## src/rtl/mult32x32_arbiter.sv

```systemverilog
// Round-robin arbiter sharing one iterative 32x32 multiplier between NUM_REQ requesters.
// Optional performance counters are enabled by defining MULT32X32_ARB_PERF_CNT_EN.
module mult32x32_arbiter #(
    parameter int NUM_REQ = 2,
    parameter int ID_W    = 2
) (
    input  logic                   clk,
    input  logic                   reset,
    input  logic [NUM_REQ-1:0]     req_valid,
    output logic [NUM_REQ-1:0]     req_ready,
    input  logic [32*NUM_REQ-1:0]  req_a,
    input  logic [32*NUM_REQ-1:0]  req_b,
    output logic                   rsp_valid,
    input  logic                   rsp_ready,
    output logic [ID_W-1:0]        rsp_id,
    output logic [63:0]            rsp_product,
    output logic                   mul_start,
    output logic [31:0]            mul_a,
    output logic [31:0]            mul_b,
    input  logic                   mul_busy,
    input  logic [63:0]            mul_product
`ifdef MULT32X32_ARB_PERF_CNT_EN
    ,
    output logic [31:0]            perf_ops,
    output logic [31:0]            perf_wait_cycles
`endif
);

    typedef enum logic [1:0] {
        ST_IDLE   = 2'd0,
        ST_LAUNCH = 2'd1,
        ST_WAIT   = 2'd2,
        ST_RESP   = 2'd3
    } state_t;

    localparam logic [ID_W:0] NUM_REQ_X = (ID_W+1)'(NUM_REQ);

    state_t              state_r;
    state_t              state_nxt_s;
    logic [ID_W-1:0]     rr_ptr_r;
    logic [ID_W-1:0]     gnt_id_r;
    logic [NUM_REQ-1:0]  rot_s;
    logic [ID_W-1:0]     gnt_idx_s;
    logic [ID_W-1:0]     gnt_nxt_s;
    logic                grant_s;
    logic [31:0]         sel_a_s;
    logic [31:0]         sel_b_s;

    // Modular add on requester indices; both operands are below NUM_REQ.
    function automatic logic [ID_W-1:0] ptr_add(input logic [ID_W-1:0] base,
                                                input logic [ID_W-1:0] off);
        logic [ID_W:0] sum;
        sum = {1'b0, base} + {1'b0, off};
        if (sum >= NUM_REQ_X) begin
            sum = sum - NUM_REQ_X;
        end else begin
            sum = sum;
        end
        return sum[ID_W-1:0];
    endfunction

    function automatic logic [ID_W-1:0] first_set(input logic [NUM_REQ-1:0] v);
        logic [ID_W-1:0] pos;
        pos = '0;
        for (int k = NUM_REQ - 1; k >= 0; k--) begin
            pos = v[k] ? ID_W'(k) : pos;
        end
        return pos;
    endfunction

    // Cyclic search for the first valid requester at or after rr_ptr.
    always_comb begin
        rot_s     = NUM_REQ'({req_valid, req_valid} >> rr_ptr_r);
        gnt_idx_s = ptr_add(rr_ptr_r, first_set(rot_s));
        gnt_nxt_s = ptr_add(gnt_idx_s, ID_W'(1));
        grant_s   = (state_r == ST_IDLE) && (|req_valid) && !reset;
    end

    // Operand mux for the requester being granted this cycle.
    always_comb begin
        sel_a_s = 32'd0;
        sel_b_s = 32'd0;
        for (int k = 0; k < NUM_REQ; k++) begin
            sel_a_s = (gnt_idx_s == ID_W'(k)) ? req_a[32*k +: 32] : sel_a_s;
            sel_b_s = (gnt_idx_s == ID_W'(k)) ? req_b[32*k +: 32] : sel_b_s;
        end
    end

    // Accept strobe: one-hot to the winner, only while idle.
    always_comb begin
        req_ready = '0;
        if (grant_s) begin
            req_ready = NUM_REQ'(1) << gnt_idx_s;
        end else begin
            req_ready = '0;
        end
    end

    // Next-state logic for the operation sequencer.
    always_comb begin
        state_nxt_s = state_r;
        case (state_r)
            ST_IDLE: begin
                if (grant_s) state_nxt_s = ST_LAUNCH;
                else         state_nxt_s = ST_IDLE;
            end
            ST_LAUNCH: state_nxt_s = ST_WAIT;
            ST_WAIT: begin
                if (!mul_busy) state_nxt_s = ST_RESP;
                else           state_nxt_s = ST_WAIT;
            end
            ST_RESP: begin
                if (rsp_ready) state_nxt_s = ST_IDLE;
                else           state_nxt_s = ST_RESP;
            end
            default: state_nxt_s = ST_IDLE;
        endcase
    end

    // State register and start pulse (high exactly while in LAUNCH).
    always_ff @(posedge clk or posedge reset) begin
        if (reset) begin
            state_r   <= ST_IDLE;
            mul_start <= 1'b0;
        end else begin
            state_r   <= state_nxt_s;
            mul_start <= (state_nxt_s == ST_LAUNCH);
        end
    end

    // Grant capture: operands stay frozen on the multiplier until the next grant.
    always_ff @(posedge clk or posedge reset) begin
        if (reset) begin
            mul_a    <= 32'd0;
            mul_b    <= 32'd0;
            gnt_id_r <= '0;
            rr_ptr_r <= '0;
        end else if (grant_s) begin
            mul_a    <= sel_a_s;
            mul_b    <= sel_b_s;
            gnt_id_r <= gnt_idx_s;
            rr_ptr_r <= gnt_nxt_s;
        end else begin
            mul_a    <= mul_a;
            mul_b    <= mul_b;
            gnt_id_r <= gnt_id_r;
            rr_ptr_r <= rr_ptr_r;
        end
    end

    // Response register: product taken the first WAIT cycle busy reads low.
    always_ff @(posedge clk or posedge reset) begin
        if (reset) begin
            rsp_valid   <= 1'b0;
            rsp_id      <= '0;
            rsp_product <= 64'd0;
        end else if ((state_r == ST_WAIT) && !mul_busy) begin
            rsp_valid   <= 1'b1;
            rsp_id      <= gnt_id_r;
            rsp_product <= mul_product;
        end else if ((state_r == ST_RESP) && rsp_ready) begin
            rsp_valid   <= 1'b0;
        end else begin
            rsp_valid   <= rsp_valid;
        end
    end

`ifdef MULT32X32_ARB_PERF_CNT_EN
    // Completed-response and requester-stall counters, free-running with wrap.
    always_ff @(posedge clk or posedge reset) begin
        if (reset) begin
            perf_ops         <= 32'd0;
            perf_wait_cycles <= 32'd0;
        end else begin
            if (rsp_valid && rsp_ready) perf_ops <= perf_ops + 32'd1;
            else                        perf_ops <= perf_ops;
            if (|(req_valid & ~req_ready)) perf_wait_cycles <= perf_wait_cycles + 32'd1;
            else                           perf_wait_cycles <= perf_wait_cycles;
        end
    end
`endif

endmodule

```

## config.mk

```make
export PLATFORM = sky130hd
export DESIGN_NAME = mult32x32_arbiter
export DESIGN_NICKNAME = d
export VERILOG_FILES = /design/src/rtl/mult32x32_arbiter.sv
export SDC_FILE = /design/constraint.sdc
export NUM_CORES = 1
export LEC_CHECK = 0
export BUFFER_PORTS_ARGS = -buffer_cell sky130_fd_sc_hd__clkbuf_2
export CORE_AREA = 2 2 130 132
export CTS_CLUSTER_SIZE = 40
export DETAILED_ROUTE_END_ITERATION = 8
export DIE_AREA = 0 0 132 134
export PLACE_DENSITY = 0.73
export SLEW_MARGIN = 20
export SYNTH_ARGS = -nofsm -noshare
export SYNTH_HDL_FRONTEND = slang
export SYNTH_SLANG_ARGS = --single-unit
```

## constraint.sdc

```tcl
create_clock -name clk -period 5.3 [get_ports clk]
set_clock_uncertainty 0.15 [all_clocks]
set_input_delay 1.06 -clock clk [delete_from_list [all_inputs] [get_ports clk]]
set_output_delay 1.06 -clock clk [all_outputs]
set_load 0.03 [all_outputs]
```

==> Word level (Yosys, flattened, before mapping) <==
Index checks and enable logic that the tools add are counted.
{ "word_totals": {"reg_bits": 138, "out_inout_bits": 134, "wordCells": 47} }
{ "op_classes": {"n_addsub": 4, "n_lt_le_gt_ge": 2, "eq_ne": 5, "shift": 2, "n_mux": 15, "reduce_logical": 10} }
{ "op_table": {"columns": ["op", "n"], "rows": [
  ["two-way mux 32 bit", 4],
  ["two-way mux 2 bit", 4],
  ["case mux 2 bit (4 select lines)", 1],
  ["== test 2 x 1 -> 1 bit (second input constant)", 3],
  [">= comparator 3 x 2 -> 1 bit (second input constant)", 2],
  ["two-way mux 1 bit", 6],
  ["== test 2 bit (second input constant)", 2],
  ["logical AND 1 bit", 4],
  ["zero test 2 bit", 2],
  [">> shifter 4 x 2 -> 2 bit", 1],
  ["subtractor 2 bit (second input constant)", 2],
  ["adder 2 x 1 -> 3 bit", 1],
  ["adder 2 x 1 -> 3 bit (second input constant)", 1],
  ["zero test 1 bit", 2],
  ["nonzero test 2 bit", 1],
  ["OR reduction 2 bit", 1],
  ["left shift 1 x 2 -> 2 bit (first input constant)", 1]
]} }

==> Longest topological paths before layout <==
{ "depth": {"ltp_word": 9, "mapped_depth": 11, "ltp_nobuf": 9} }

==> Worst setup path after synthesis <==
Ideal clock, no wire load.
{ "synth_path": {"path_type": "input port to output port", "start": "in req_valid[1]", "end": "out req_ready[1]", "t_arrival_ns": 2.857, "required_ns": 4.090, "path_slack_ns": 1.233, "stages": 6, "path_buffers": 2, "path_cell_list": "nor2_1 > a32o_1 > ha_1 > buf_2 > clkbuf_1 > nor3b_1"} }
{ "synth_between": {"elab_chain_len": 8, "elab_cells_between_ends": 12, "classes_between": "add/sub: 2; order compare: 1; shift: 2; mux: 4; reduce/logical: 3"} }
{ "synth_lines": {"columns": ["element", "line", "source"], "rows": [
  ["from (decl)", "9", "input logic [NUM_REQ-1:0] req_valid,"],
  [">> shifter 4 x 2 -> 2 bit (*)", "73", "rot_s = NUM_REQ'({req_valid, req_valid} >> rr_ptr_r);"],
  ["two-way mux 1 bit", "66", "pos = v[k] ? ID_W'(k) : pos;"],
  ["two-way mux 1 bit (*)", "66", null],
  ["adder 2 x 1 -> 3 bit (*)", "53", "sum = {1'b0, base} + {1'b0, off};"],
  [">= comparator 3 x 2 -> 1 bit / subtractor 2 bit (equally long branches)", "54, 55", null],
  ["two-way mux 2 bit (*)", "54", "if (sum >= NUM_REQ_X) begin"],
  ["net gnt_idx_s[0]", "43", "logic [ID_W-1:0] gnt_idx_s;"],
  ["left shift 1 x 2 -> 2 bit (*)", "93", "req_ready = NUM_REQ'(1) << gnt_idx_s;"],
  ["two-way mux 2 bit (*)", "92", "if (grant_s) begin"],
  ["to (decl)", "10", "output logic [NUM_REQ-1:0] req_ready,"]
]} }
Mark *: on every way through the listed nets, which the timed path passes. The rest lies on a longest branch.

==> Final worst setup path <==
{ "layout_path": {"start": "in req_valid[1]", "end": "out req_ready[1]"} }
{ "layout_between": {"elab_chain_len": 8, "elab_cells_between_ends": 12, "classes_between": "add/sub: 2; order compare: 1; shift: 2; mux: 4; reduce/logical: 3"} }
{ "layout_lines": {"columns": ["element", "line"], "rows": [
  [">> shifter 4 x 2 -> 2 bit", "73"],
  ["two-way mux 1 bit (2 in a row)", "66"],
  ["adder 2 x 1 -> 3 bit", "53"],
  [">= comparator 3 x 2 -> 1 bit / subtractor 2 bit (equally long branches)", "54, 55"],
  ["two-way mux 2 bit", "54"],
  ["left shift 1 x 2 -> 2 bit", "93"],
  ["two-way mux 2 bit (*)", "92"]
]} }
Mark *: on every way between the ends. The rest lies on a longest branch, timed or not.

==> run_results.csv <==
group,metric,value,unit
global_route,global_route.usage.met3,5.56,%
clock_tree,ctsRootBufferMaster,"clkbuf_16",
pwr,total_power,0.00612,W
setup_path,timing.critical_path.arrival,2.60,ns
pwr,share_clk_of_total_power,19.5,%
logic_synthesis,synth.distinct_cells,27,
pwr,total_switching_power,0.00269,W
placed_design,detailed_place_hpwl,10600,um
clock_tree,cts.htree.levels,4,
global_route,grt_start_max_net_pins,100,
logic_synthesis,synth_edf_count,0,
cells_and_area,instances_no_fill,958,
route,drt_first_iter_violations,116,
route,detail_route.wirelength,14800,um
setup_path,setup.worst_path.end_class,"output port",
timing,max_slew_margin,38.6,%
logic_synthesis,post_synth_mux_area_share,24.4,%
global_route,first_global_vias,4594,
floorplan,coreArea,16300,um^2
route,drc,0,
logic_synthesis,yosysTopAreaCellShare,59.5,%
timing,rsz0062_at_grt,"false",
global_route,initial_antenna_violation_count,0,
route,first_pass_iters,4,
pwr,vdd_ir_drop_max,0.436,mV
pwr,power.leakage,4.29,nW
timing,period_share,71.9,%
clock_tree,cts_buffers,17,
setup_path,required,4.09,ns
placed_design,placement.io_buffers,331,
global_route,top_usage_layer,"met2",
logic_synthesis,ys_seq_elements,138,
pwr,p_per_area,741,nW/um^2
clock_tree,worst_skew_pair.late_latency,0.41,ns
clock_tree,post_cts_resize_count,0,
route,ant_nets,0,
pwr,seqPwrFrac,31.0,%
timing,sum_neg_setup_slack,0,ns
cells_and_area,area.growth.synth_to_final,42.2,%
logic_synthesis,yosysWarningCount,0,
logic_synthesis,synth_xor_area_share,0.151,%
timing,max_freq,0.262,GHz
global_route,grt.overflow.total,0,
timing,report.final.hold_viol_count,0,
global_route,first_pass_grt_wire_length,23300,um
timing,final_period_minus_worst_setup_slack,3.81,ns
hold_path,min_path_type,"register to register",
logic_synthesis,ys_top_cells_by_count,"dfrtp_1 (138), mux2i_1 (65), o2bb2ai_1 (64)",
logic_synthesis,syn_nets,599,
logic_synthesis,synthSimpleGateAreaFrac,1.23,%
pwr,switching_share,44.0,%
logic_synthesis,synth_top_cell_by_area,"dfrtp_1",
setup_path,worst-setup-path-type,"primary input to output port",
floorplan,start_util,35.6,%
logic_synthesis,synth-compound-area-share,10.8,%
logic_synthesis,synth_area,5800,um^2
cells_and_area,nNetsFinal,926,
setup_path,critical_path_peak_fanout,5,
cells_and_area,seq_area,3450,um^2
status,run_status,"finished, final reports clean",
cells_and_area,multi_input_comb_area,2190,um^2
clock_tree,clk_transition_reported_paths,0.06,ns
cells_and_area,fill_cells,1425,
logic_synthesis,synth_top_family_by_area,"multiplexers",
route,num_vias,4463,
logic_synthesis,syn_avg_cell_area,14.6,um^2
pwr,comb_power_share,49.5,%
logic_synthesis,synth_top_flop_cell,"dfrtp_1",
global_route,use_met2,27.6,%
setup_path,setup.worst_path.start_class,"primary input",
floorplan,placementRows,47,
logic_synthesis,synth_cells,398,
floorplan,dieWidth,132,um
floorplan,ios,332,
placed_design,weighted_congestion_reported_at_the_end_of_routability_driven_placement,0.731,
timing,finalSetupViolCount,0,
floorplan,dieArea,17700,um^2
job,timing.max_cap.violations,0,
global_route,global_route.usage.met1,20.8,%
clock_tree,tritoncts_num_sinks,138,
route,post_drt_wl_per_cell,15.4,um
global_route,track_usage,16.7,%
cells_and_area,drive_above_1_share,56.1,%
clock_tree,cts_setup_buffers,0,
route,avgViaCountPerCell,4.66,
logic_synthesis,seq_area_frac_synth,59.5,%
clock_tree,cts-root-to-sink-buffers,2,
clock_tree,cts-hold-fix-buffers,0,
timing,timing_worst_slew_pin_value,0.921,ns
clock_tree,tritoncts,"yes",
logic_synthesis,synth-async-reset-ratio,100,%
floorplan,dieHeight,134,um
logic_synthesis,synthAdderAreaFrac,0.647,%
pwr,internal_power,0.00342,W
timing,maxSlewViolCount,0,
logic_synthesis,synth_most_common_cell,"dfrtp_1",
placed_design,dp_cells,926,
cells_and_area,insertedDiodeCount,0,
logic_synthesis,yosys-top-cells-area,"dfrtp_1 (60%), mux2i_1 (11%), o2bb2ai_1 (9.7%)",
## power groups by stage
stage	registers [W]	logic [W]	clock network, W
4_1_cts	0.00190	0.00307	0.00123
3_3_place_gp	0.00189	0.00304	0
6_report	0.00189	0.00303	0.00119
3_5_place_dp	0.00190	0.00307	0
2_1_floorplan	0.00291	0.00118	0
5_1_grt	0.00197	0.00321	0.00128
## area by class of cell
type | instances | share of cell area (%)
sequential | 138 | 41.8
multi-input combinational | 224 | 26.6
timing repair buffer | 337 | 20.6
clock buffer | 18 | 5.32
tap | 220 | 3.34
clock inverter | 14 | 1.91
inverter | 7 | 0.379
## stage by stage
stage	cell area, um^2	setup slack, ns	hold slack (ns)	utilization, %
2_1_floorplan	5800	0.394	0.308	-
3_3_place_gp	7660	1.50	0.317	47.0
3_5_place_dp	7660	1.49	0.322	47.0
4_1_cts	8250	1.48	0.338	50.7
5_1_grt	8250	1.39	0.344	50.7
6_report	8250	1.49	0.334	50.7
## sequential cells by signal (all words and copies together), names as in the netlist
| signal | flops |
|---|---|
| rsp_product | 64 |
| mul_a | 32 |
| mul_b | 32 |
| gnt_id_r | 2 |
| rr_ptr_r | 2 |
| rsp_id | 2 |
| state_r | 2 |
| mul_start | 1 |
| rsp_valid | 1 |
## routing by layer
layer | vias up | share of wire (%)
li1 | 2130 | -
met1 | 2121 | 43
met2 | 202 | 49
met3 | 10 | 7.7
met4 | 0 | 1.2
met5 | - | 0
## cell families (layout without fill, tap and decap cells)
logic type / Yosys count / after routing
AOI/OAI and AO/OA: 74 / 74
xor gates and xnor gates: 1 / 1
adders and majority gates: 3 / 3
buffers and inverters: 36 / 376
DFF: 138 / 138
muxes: 133 / 133
and+or+nand+nor: 13 / 13
## critical path, cell delays in order
cell	delay [ns]
clkbuf_2	0.16
nor2_1	0.07
a32o_1	0.28
ha_4	0.17
inv_1	0.05
ha_1	0.25
xnor2_1	0.15
nor3b_1	0.19
clkbuf_2	0.23
## placed cells by master (no fill, tap or decap), types with 3 or more instances in the layout
cell / instances
buf_4: 6
clkbuf_16: 17
clkbuf_2: 331
dfrtp_1: 138
inv_1: 6
inv_6: 7
mux2_1: 29
mux2_2: 39
mux2i_1: 65
nand2_1: 4
nor2_1: 4
o21ai_0: 3
o2bb2ai_1: 64
## worst paths after layout
path                                                     to  depth (start not counted)                   startpoint  slack (ns)
min in group asynchronous           gnt_id_r[0]$_DFFE_PP0P_                          2                        reset        0.72
worst min register to register  rsp_product[18]$_DFFE_PP0P_                          1  rsp_product[18]$_DFFE_PP0P_        0.33
worst max register to register         mul_a[7]$_DFFE_PP0P_                          7      rr_ptr_r[0]$_DFFE_PP0P_        2.51
max in group asynchronous              mul_a[9]$_DFFE_PP0P_                          3                        reset        3.25
worst max-delay path                           req_ready[1]                          9                 req_valid[1]        1.49
worst min-delay path            rsp_product[18]$_DFFE_PP0P_                          1  rsp_product[18]$_DFFE_PP0P_        0.33
Power figures use the tool's default switching activity.
